$ cat config.mk
export PLATFORM = sky130hd
export DESIGN_NAME = humidity_to_dac
export DESIGN_NICKNAME = d
export VERILOG_FILES = /design/src/rtl/humidity_pkg.sv /design/src/rtl/spi_tx_shift.sv /design/src/rtl/humidity_to_dac.sv
export SDC_FILE = /design/constraint.sdc
export NUM_CORES = 1
export LEC_CHECK = 0
export ABC_AREA = 0
export CAP_MARGIN = 20
export CORE_AREA = 3 3 58 81
export CTS_BUF_LIST = sky130_fd_sc_hd__clkbuf_8 sky130_fd_sc_hd__clkbuf_16
export DETAILED_ROUTE_END_ITERATION = 8
export DIE_AREA = 0 0 61 84
export PLACE_DENSITY = 0.81
export SYNTH_ARGS = -nofsm -noshare
export SYNTH_HDL_FRONTEND = slang
export SYNTH_SLANG_ARGS = --single-unit
export TNS_END_PERCENT = 10
$ cat constraint.sdc
create_clock -name clk -period 4.59 [get_ports clk]
set_input_delay 0.918 -clock clk [delete_from_list [all_inputs] [get_ports clk]]
set_output_delay 0.918 -clock clk [all_outputs]
set_load 0.02 [all_outputs]
$ cat src/rtl/humidity_pkg.sv
// Shared constants and types for the humidity setpoint/converter-code paths
// (DAC output side and ADC decode side).
package humidity_pkg;

  localparam int unsigned HUM_W       = 10;
  localparam int unsigned CODE_W      = 12;
  localparam int unsigned CODE_WIDE_W = CODE_W + 1;
  localparam int unsigned FRAME_W     = 16;
  localparam int unsigned CMD_W       = 4;

  localparam int unsigned CODE_OFFSET = 2000;
  localparam int unsigned CODE_SLOPE  = 2;
  localparam int unsigned MAX_HUM     = 1000;
  localparam logic [CMD_W-1:0] CFG_BITS = 4'b0011;

  typedef enum logic [1:0] {
    IDLE,
    LOAD,
    SHIFT,
    HOLD
  } state_e;

endpackage

$ cat src/rtl/spi_tx_shift.sv
// Generic FRAME_W-bit SPI mode-0 transmitter: MSB first, sclk half-period of
// CLK_DIV clk cycles, chip select framed around exactly FRAME_W sclk pulses.
module spi_tx_shift #(
  parameter int unsigned FRAME_W = 16,
  parameter int unsigned CLK_DIV = 4
) (
  input  logic               clk,
  input  logic               rst_n,
  input  logic               start_i,
  input  logic [FRAME_W-1:0] frame_i,
  output logic               last_fall_o,
  output logic               cs_n_o,
  output logic               sclk_o,
  output logic               mosi_o
);

  localparam int unsigned DIV_W = (CLK_DIV > 1) ? $clog2(CLK_DIV) : 1;
  localparam int unsigned BIT_W = $clog2(FRAME_W);

  logic               active_q;
  logic               cs_n_q;
  logic               sclk_q;
  logic               mosi_q;
  logic [DIV_W-1:0]   div_q;
  logic [BIT_W-1:0]   bit_q;
  logic [FRAME_W-1:0] shreg_q;

  logic load;
  logic div_wrap;
  logic fall;

  assign load        = start_i && !active_q;
  assign div_wrap    = (div_q == DIV_W'(CLK_DIV - 1));
  assign fall        = active_q && div_wrap && sclk_q;
  assign last_fall_o = fall && (bit_q == '0);

  always_ff @(posedge clk or negedge rst_n) begin
    if (!rst_n) begin
      active_q <= 1'b0;
      cs_n_q   <= 1'b1;
      sclk_q   <= 1'b0;
      mosi_q   <= 1'b0;
      div_q    <= '0;
      bit_q    <= '0;
    end else if (load) begin
      active_q <= 1'b1;
      cs_n_q   <= 1'b0;
      sclk_q   <= 1'b0;
      mosi_q   <= frame_i[FRAME_W-1];
      div_q    <= '0;
      bit_q    <= BIT_W'(FRAME_W - 1);
    end else if (active_q) begin
      if (div_wrap) begin
        div_q  <= '0;
        sclk_q <= ~sclk_q;
        if (sclk_q) begin
          // Falling edge: either present the next bit or close the frame.
          if (bit_q == '0) begin
            active_q <= 1'b0;
            cs_n_q   <= 1'b1;
            mosi_q   <= 1'b0;
          end else begin
            bit_q  <= bit_q - BIT_W'(1);
            mosi_q <= shreg_q[FRAME_W-2];
          end
        end
      end else begin
        div_q <= div_q + DIV_W'(1);
      end
    end
  end

  always_ff @(posedge clk) begin
    if (load) begin
      shreg_q <= frame_i;
    end else if (fall) begin
      shreg_q <= {shreg_q[FRAME_W-2:0], 1'b0};
    end
  end

  assign cs_n_o = cs_n_q;
  assign sclk_o = sclk_q;
  assign mosi_o = mosi_q;

endmodule

$ cat src/rtl/humidity_to_dac.sv
// Humidity setpoint (0.1 %RH) to 12-bit DAC code, clamped at MAX_HUM and
// shipped to the external SPI DAC as {CFG_BITS, code}.
module humidity_to_dac #(
  parameter int unsigned CLK_DIV     = 4,
  parameter int unsigned CODE_OFFSET = humidity_pkg::CODE_OFFSET,
  parameter int unsigned CODE_SLOPE  = humidity_pkg::CODE_SLOPE,
  parameter int unsigned MAX_HUM     = humidity_pkg::MAX_HUM,
  parameter logic [3:0]  CFG_BITS    = humidity_pkg::CFG_BITS
) (
  input  logic                           clk,
  input  logic                           rst_n,
  input  logic                           hum_valid,
  input  logic [humidity_pkg::HUM_W-1:0] humidity,
  output logic                           hum_ready,
  output logic                           busy,
  output logic [humidity_pkg::CODE_W-1:0] code,
  output logic                           clamped,
  output logic                           dac_cs_n,
  output logic                           dac_sclk,
  output logic                           dac_mosi
);

  import humidity_pkg::*;

  localparam int unsigned HOLD_W = (CLK_DIV > 1) ? $clog2(CLK_DIV) : 1;

  function automatic logic [HUM_W-1:0] clamp_hum(input logic [HUM_W-1:0] h);
    return (h > HUM_W'(MAX_HUM)) ? HUM_W'(MAX_HUM) : h;
  endfunction

  // Worst case 2000 + 2*1000 = 4000 still fits the 12-bit code.
  function automatic logic [CODE_W-1:0] hum_to_code(input logic [HUM_W-1:0] h);
    return CODE_W'(CODE_WIDE_W'(CODE_OFFSET) + CODE_WIDE_W'(CODE_SLOPE) * CODE_WIDE_W'(h));
  endfunction

  state_e              state_q;
  logic                hum_ready_q;
  logic [HUM_W-1:0]    hum_q;
  logic [CODE_W-1:0]   code_q;
  logic                clamped_q;
  logic [HOLD_W-1:0]   hold_q;

  logic [CODE_W-1:0]   code_d;
  logic                clamped_d;
  logic [FRAME_W-1:0]  frame_d;
  logic                accept;
  logic                start;
  logic                last_fall;

  assign accept    = (state_q == IDLE) && hum_valid && hum_ready_q;
  assign start     = (state_q == LOAD);
  assign code_d    = hum_to_code(clamp_hum(hum_q));
  assign clamped_d = (hum_q > HUM_W'(MAX_HUM));
  assign frame_d   = {CFG_BITS, code_d};

  always_ff @(posedge clk or negedge rst_n) begin
    if (!rst_n) begin
      state_q     <= IDLE;
      hum_ready_q <= 1'b1;
      code_q      <= '0;
      clamped_q   <= 1'b0;
      hold_q      <= '0;
    end else begin
      case (state_q)
        IDLE: begin
          if (accept) begin
            state_q     <= LOAD;
            hum_ready_q <= 1'b0;
          end
        end
        LOAD: begin
          code_q    <= code_d;
          clamped_q <= clamped_d;
          state_q   <= SHIFT;
        end
        SHIFT: begin
          if (last_fall) begin
            state_q <= HOLD;
            hold_q  <= '0;
          end
        end
        HOLD: begin
          // cs_n stays high here so the DAC can latch the word.
          if (hold_q == HOLD_W'(CLK_DIV - 1)) begin
            state_q     <= IDLE;
            hum_ready_q <= 1'b1;
          end else begin
            hold_q <= hold_q + HOLD_W'(1);
          end
        end
        default: begin
          state_q     <= IDLE;
          hum_ready_q <= 1'b1;
        end
      endcase
    end
  end

  always_ff @(posedge clk) begin
    if (accept) begin
      hum_q <= humidity;
    end
  end

  spi_tx_shift #(
    .FRAME_W (FRAME_W),
    .CLK_DIV (CLK_DIV)
  ) u_spi (
    .clk         (clk),
    .rst_n       (rst_n),
    .start_i     (start),
    .frame_i     (frame_d),
    .last_fall_o (last_fall),
    .cs_n_o      (dac_cs_n),
    .sclk_o      (dac_sclk),
    .mosi_o      (dac_mosi)
  );

  assign hum_ready = hum_ready_q;
  assign busy      = ~hum_ready_q;
  assign code      = code_q;
  assign clamped   = clamped_q;

endmodule

* Word level (Yosys, flattened, before mapping)
Cells that the tools add are included.
** Word-level totals
- Flip-flop bits (word level) :: 53
- Input bits :: 13
- Output and inout bits :: 18
- Word-level logic and storage cells :: 93
** Cells by class
- Add/subtract/negate cells :: 4
- Order comparisons :: 1
- Equality and inequality tests :: 10
- Muxes and demuxes :: 39
- Bitwise operators :: 2
- Reductions and logical operators :: 23
** Operator list (number)
- $mux W12 :: 2
- $mux W1 :: 20
- $mux W4 :: 5
- $mux W2 :: 8
- $reduce_bool A2 Y1 :: 7
- $add A11 B11 Y12 const A :: 1
- $reduce_and A3 Y1 :: 4
- $gt A10 B10 Y1 const B :: 1
- $mux W10 :: 1
- $eq A2 B2 Y1 const B :: 4
- $ne A2 B2 Y1 const B :: 4
- $pmux W2 S4 :: 1
- $reduce_and A4 Y1 :: 2
- $logic_and A1 B1 Y1 :: 6
- $add A2 B1 Y2 const B :: 2
- $logic_not A4 Y1 :: 1
- $pmux W2 S2 :: 1
- $sub A4 B1 Y4 const B :: 1
- $eq A2 B1 Y1 const B :: 1
- $logic_not A2 Y1 :: 1
- $ne A2 B1 Y1 const B :: 1
- $not A1 Y1 :: 2
- $pmux W1 S2 :: 1
- $reduce_and A2 Y1 :: 1
- $logic_not A1 Y1 :: 1

* Logic depth before layout (Yosys ltp)
- Depth after elaboration :: 6
- Gate-level depth with buffers :: 8
- Mapped depth without buffers :: 8

* Cells and area by module
From an unflattened synthesis, not the netlist that was laid out.
** Second synthesis, totals
- Cells, all modules :: 226
- Area, all modules :: 2477.4 um2
** By module, submodules not included
- humidity_to_dac :: times used 1, cells each 113, area an instance 1327.5 um2, sequential area each 726.9 um2
- spi_tx_shift :: times used 1, cells each 113, area an instance 1149.9 um2, sequential area each 701.9 um2

* Worst setup path before layout
No wires, ideal clock.
- Path type :: register -> register
- Start point :: register hum_q[5]
- End point :: register u_spi.shreg_q[8] (data pin)
- Library setup time :: 0.269 ns
- Arrival :: 1.549 ns
- Required time :: 4.321 ns
- Slack :: 2.772 ns
- Stages on the path, launching flop included :: 9
- Path buffers :: 0
- Period minus slack after synthesis :: 1.818 ns
- Cells stage by stage :: edfxtp_1 nand2_1 nor2_1 a21oi_1 inv_1 ha_1 nor3_1 xnor2_1 o21ai_0
** Between the ends
- Cells in the longest elaborated chain, start to end :: 4
** Ends and longest elaborated chain
- start: declaration :: RTL line humidity_to_dac.sv:38 : logic [HUM_W-1:0] hum_q;
- start signal: assignment :: RTL line humidity_to_dac.sv:101 : hum_q <= humidity;
- $gt A10 B10 Y1 :: RTL line humidity_to_dac.sv:28 : return (h > HUM_W'(MAX_HUM)) ? HUM_W'(MAX_HUM) : h;
- $mux W10 (*) :: RTL line humidity_to_dac.sv:28
- $add A11 B11 Y12 (*) :: RTL line humidity_to_dac.sv:33 : return CODE_W'(CODE_WIDE_W'(CODE_OFFSET) + CODE_WIDE_W'(CODE_SLOPE) * CODE_WIDE_W'(h));
- $mux W12 (*) :: RTL line spi_tx_shift.sv:74 : if (load) begin
- end signal: assignment :: RTL line spi_tx_shift.sv:75 : shreg_q <= frame_i;
- end signal: assignment :: RTL line spi_tx_shift.sv:77 : shreg_q <= {shreg_q[FRAME_W-2:0], 1'b0};
- end: declaration :: RTL line spi_tx_shift.sv:26 : logic [FRAME_W-1:0] shreg_q;
Every way passes the cells marked *; elsewhere a longest branch is shown, timed or not.
A chain may end at the register's enable or synchronous reset.

* Final worst setup path
- Start point :: register state_q[1]
- End point :: register u_spi.shreg_q[11], enable pin
** Between the ends
- Cells in the longest elaborated chain, start to end :: 3
** Ends and longest elaborated chain
- start: declaration :: RTL line humidity_to_dac.sv:36 : state_e state_q;
- start signal: assignment :: RTL line humidity_to_dac.sv:58 : state_q <= IDLE;
- start signal: assignment :: RTL line humidity_to_dac.sv:67 : state_q <= LOAD;
- start signal: assignment :: RTL line humidity_to_dac.sv:74 : state_q <= SHIFT;
- $eq A2 B1 Y1 :: RTL line humidity_to_dac.sv:51 : assign start = (state_q == LOAD);
- $logic_and A1 B1 Y1 :: RTL line spi_tx_shift.sv:32 : assign load = start_i && !active_q;
- $reduce_bool A2 Y1 (no source line)
Every way passes these cells.

==> flow_metrics.tcl <==
set metrics [dict create \
    max_freq_mhz 410 \
    die_x_um 61 \
    skew_ns 0.0107 \
    relSlewSlack_pct 58.3 \
    start_util_pct 57.1 \
    drive_above_1_share_pct 9.57 \
    hpwl_um 2980 \
    track_usage_pct 17.8 \
    power.density_nw_per_um2 645 \
    final_common_cell "nand2_1" \
    ir_drop_mv 0.404 \
    synth-seq-cells 51 \
    syn_nets 222 \
    drc 0 \
    synth_area_leader_cell "edfxtp_1" \
    async_flop_share_pct 52.9 \
    yosysSeqAreaShare_pct 59.7 \
    maxCapViolations 0 \
    leakagePower_nw 1.12 \
    crit_path_top_delay_cell "ha_1" \
    drt-vias-per-instance 5.54 \
    clk_pin_slew_worst_paths_ns 0.08 \
    cts.path.max_buffers 2 \
    antenna_left 0 \
    synth_area_um2 2290 \
    post_synth.cell_area_avg_um2 11.5 \
    synthTopCellsByArea "edfxtp_1 (27%), dfrtp_1 (27%), ha_1 (4.9%)" \
    path_buf_inv 1 \
    min_path_type "flip-flop to flip-flop" \
    outcome "finished, final reports clean" \
    cts.sinks 51 \
    worstPathCellList "inv_1 > ha_1 > nand2b_1 > nand2_1" \
    cts.repair.resized 0 \
    antenna_found_initial 0 \
    dpl_worst_slack_ns 2.15 \
    tightest_slew_ns 0.625 \
    clk_latency_ns 0.30 \
    row_count 27 \
    finalSetupTns_ns 0 \
    wl_per_cell_um 14.6 \
    drt_iter0_drc 57 \
    hold_viol 0 \
    htree_levels 2 \
    cts.hold.buffers_added 0 \
    ys_warn_count 0 \
    synth-edff-count 21 \
    cpPeakStageDelay_ns 0.56 \
    grt_pass1_vias 1517 \
    core_area_um2 4020 \
    dr.pass1.iters 4 \
    setup_ws_ns 2.15 \
    finalSetupViolCount 0 \
    crit_family "simple AND/OR/NAND/NOR gates" \
    end_kind "flip-flop" \
    ios 31 \
    criticalPathCategory "flip-flop to flip-flop" \
    syn_inst 200 \
    period_share_pct 53.2 \
    layout_common_cells "nand2_1 (30), clkdlybuf4s50_1 (29), dfrtp_1 (25)" \
    synth.distinct_cells 48 \
    grt_max_degree 28 \
    cts_tree "built" \
    globalplace.congestion 0.781 \
    die_h_um 84 \
    crit_required_ns 4.54 \
    syn_to_final_growth_pct 18.3 \
    cts_setup_buffers 0 \
    n_antenna_cell 0 \
    rsz0062_at_grt "false" \
    grt_first_pass_wirelength_um 6870 \
    io_buffers 29 \
    synth_top_area_share_pct 27.5 \
    critPathLaunchType "flip-flop" \
    cp.arrival_ns 2.39 \
    vias 1513 \
    grt_overflow 0 \
    slew_viol_final 0 \
    clockRootBuffer "clkbuf_8" \
    dieArea_um2 5120 \
    numCtsBuffers 5 \
    wl_um 3990 \
    fin_crit_ns 2.44 \
    synthFlopType "dfrtp_1" \
    cp_max_fo 20 \
    layout.nets 251 \
]
==> Yosys cell counts, types with 2 or more instances <==
master / number
nand3_1: 3
o2bb2ai_1: 3
xnor2_1: 5
a21oi_1: 10
xor2_1: 2
and2_1: 2
dfxtp_1: 3
a31oi_1: 3
nor2_1: 16
edfxtp_1: 21
buf_2: 4
dfstp_2: 2
inv_1: 8
a211oi_1: 2
dfrtp_1: 25
nand2_1: 30
and3_1: 3
ha_1: 9
mux2_2: 3
nor3_1: 2
clkbuf_1: 3
a22o_1: 6
nor2b_1: 2
o21ai_0: 7
o21ai_1: 3
==> routing by layer <==
metal	part of all wire (%)	global-route usage, %
met3	2.7	3.41
met5	0	0
met2	51	28.3
met1	44	23.6
met4	1.6	6.90
==> cells by family (layout without fill, tap and decap cells) <==
logic type	after synthesis	after routing	share of synthesized area, %
buf+inv	17	47	3.16
other cells	1	1	0.163
flops	51	51	59.7
fa+ha+maj	9	9	4.91
simple gates	66	66	13.7
compound gates	44	44	13.3
xor+xnor	7	7	2.67
mux	5	5	2.40
==> registers in the layout, indices dropped and copies added, names as in the netlist, 2 cells and up <==
| signal | cells |
|---|---|
| u_spi.bit_q | 4 |
| hold_q | 2 |
| u_spi.div_q | 2 |
| u_spi.shreg_q | 14 |
| code | 11 |
| hum_q | 10 |
| state_q | 2 |
==> worst paths after layout <==
check	startpoint	end	slack (ns)	cells after the start
min in group asynchronous	rst_n	u_spi.bit_q[3]	0.99	2
max in group asynchronous	rst_n	hum_ready	3.29	2
max	state_q[1]	u_spi.shreg_q[11]	2.15	4
max reg2reg	state_q[1]	u_spi.shreg_q[11]	2.15	4
min reg2reg	u_spi.shreg_q[14]	u_spi.shreg_q[14]	0.46	2
min	u_spi.shreg_q[14]	u_spi.shreg_q[14]	0.46	2
==> worst register-to-register path, cell delays in order, from the launching register on <==
cell and delay (ns):
dfrtp_1 0.41, inv_1 0.11, ha_1 0.56, nand2b_1 0.51, nand2_1 0.51
==> per-stage QoR <==
step                      cell area [um^2]  cells  util, %  total power, mW  hold WS, ns
final                                 2710    273     67.5             1.75        0.461
after global routing                  2710    273     67.5             1.88        0.503
after CTS                             2710    273     67.5             1.77        0.466
after detailed placement              2610    265     64.9             1.47        0.453
after global placement                2610    265     64.9             1.44        0.440
after floorplan                       2290    200        -             1.22        0.432
==> final cells by class <==
cell class | instances | area, um^2
Clock buffer | 5 | 68.8
Clock inverter | 3 | 37.5
Fill cell | 307 | 1310
Inverter | 9 | 33.8
Multi-Input combinational cell | 132 | 853
Sequential cell | 51 | 1370
Tap cell | 43 | 53.8
Timing Repair Buffer | 30 | 298
==> power breakdown <==
part           total (mW)  switching [mW]  leakage (nW)  internal (mW)
Clock               0.295           0.136        0.0607          0.159
Combinational       0.687           0.362         0.527          0.325
Sequential          0.769           0.112         0.529          0.658
Total                1.75           0.610          1.12           1.14
(Power assumes the default switching activity.)
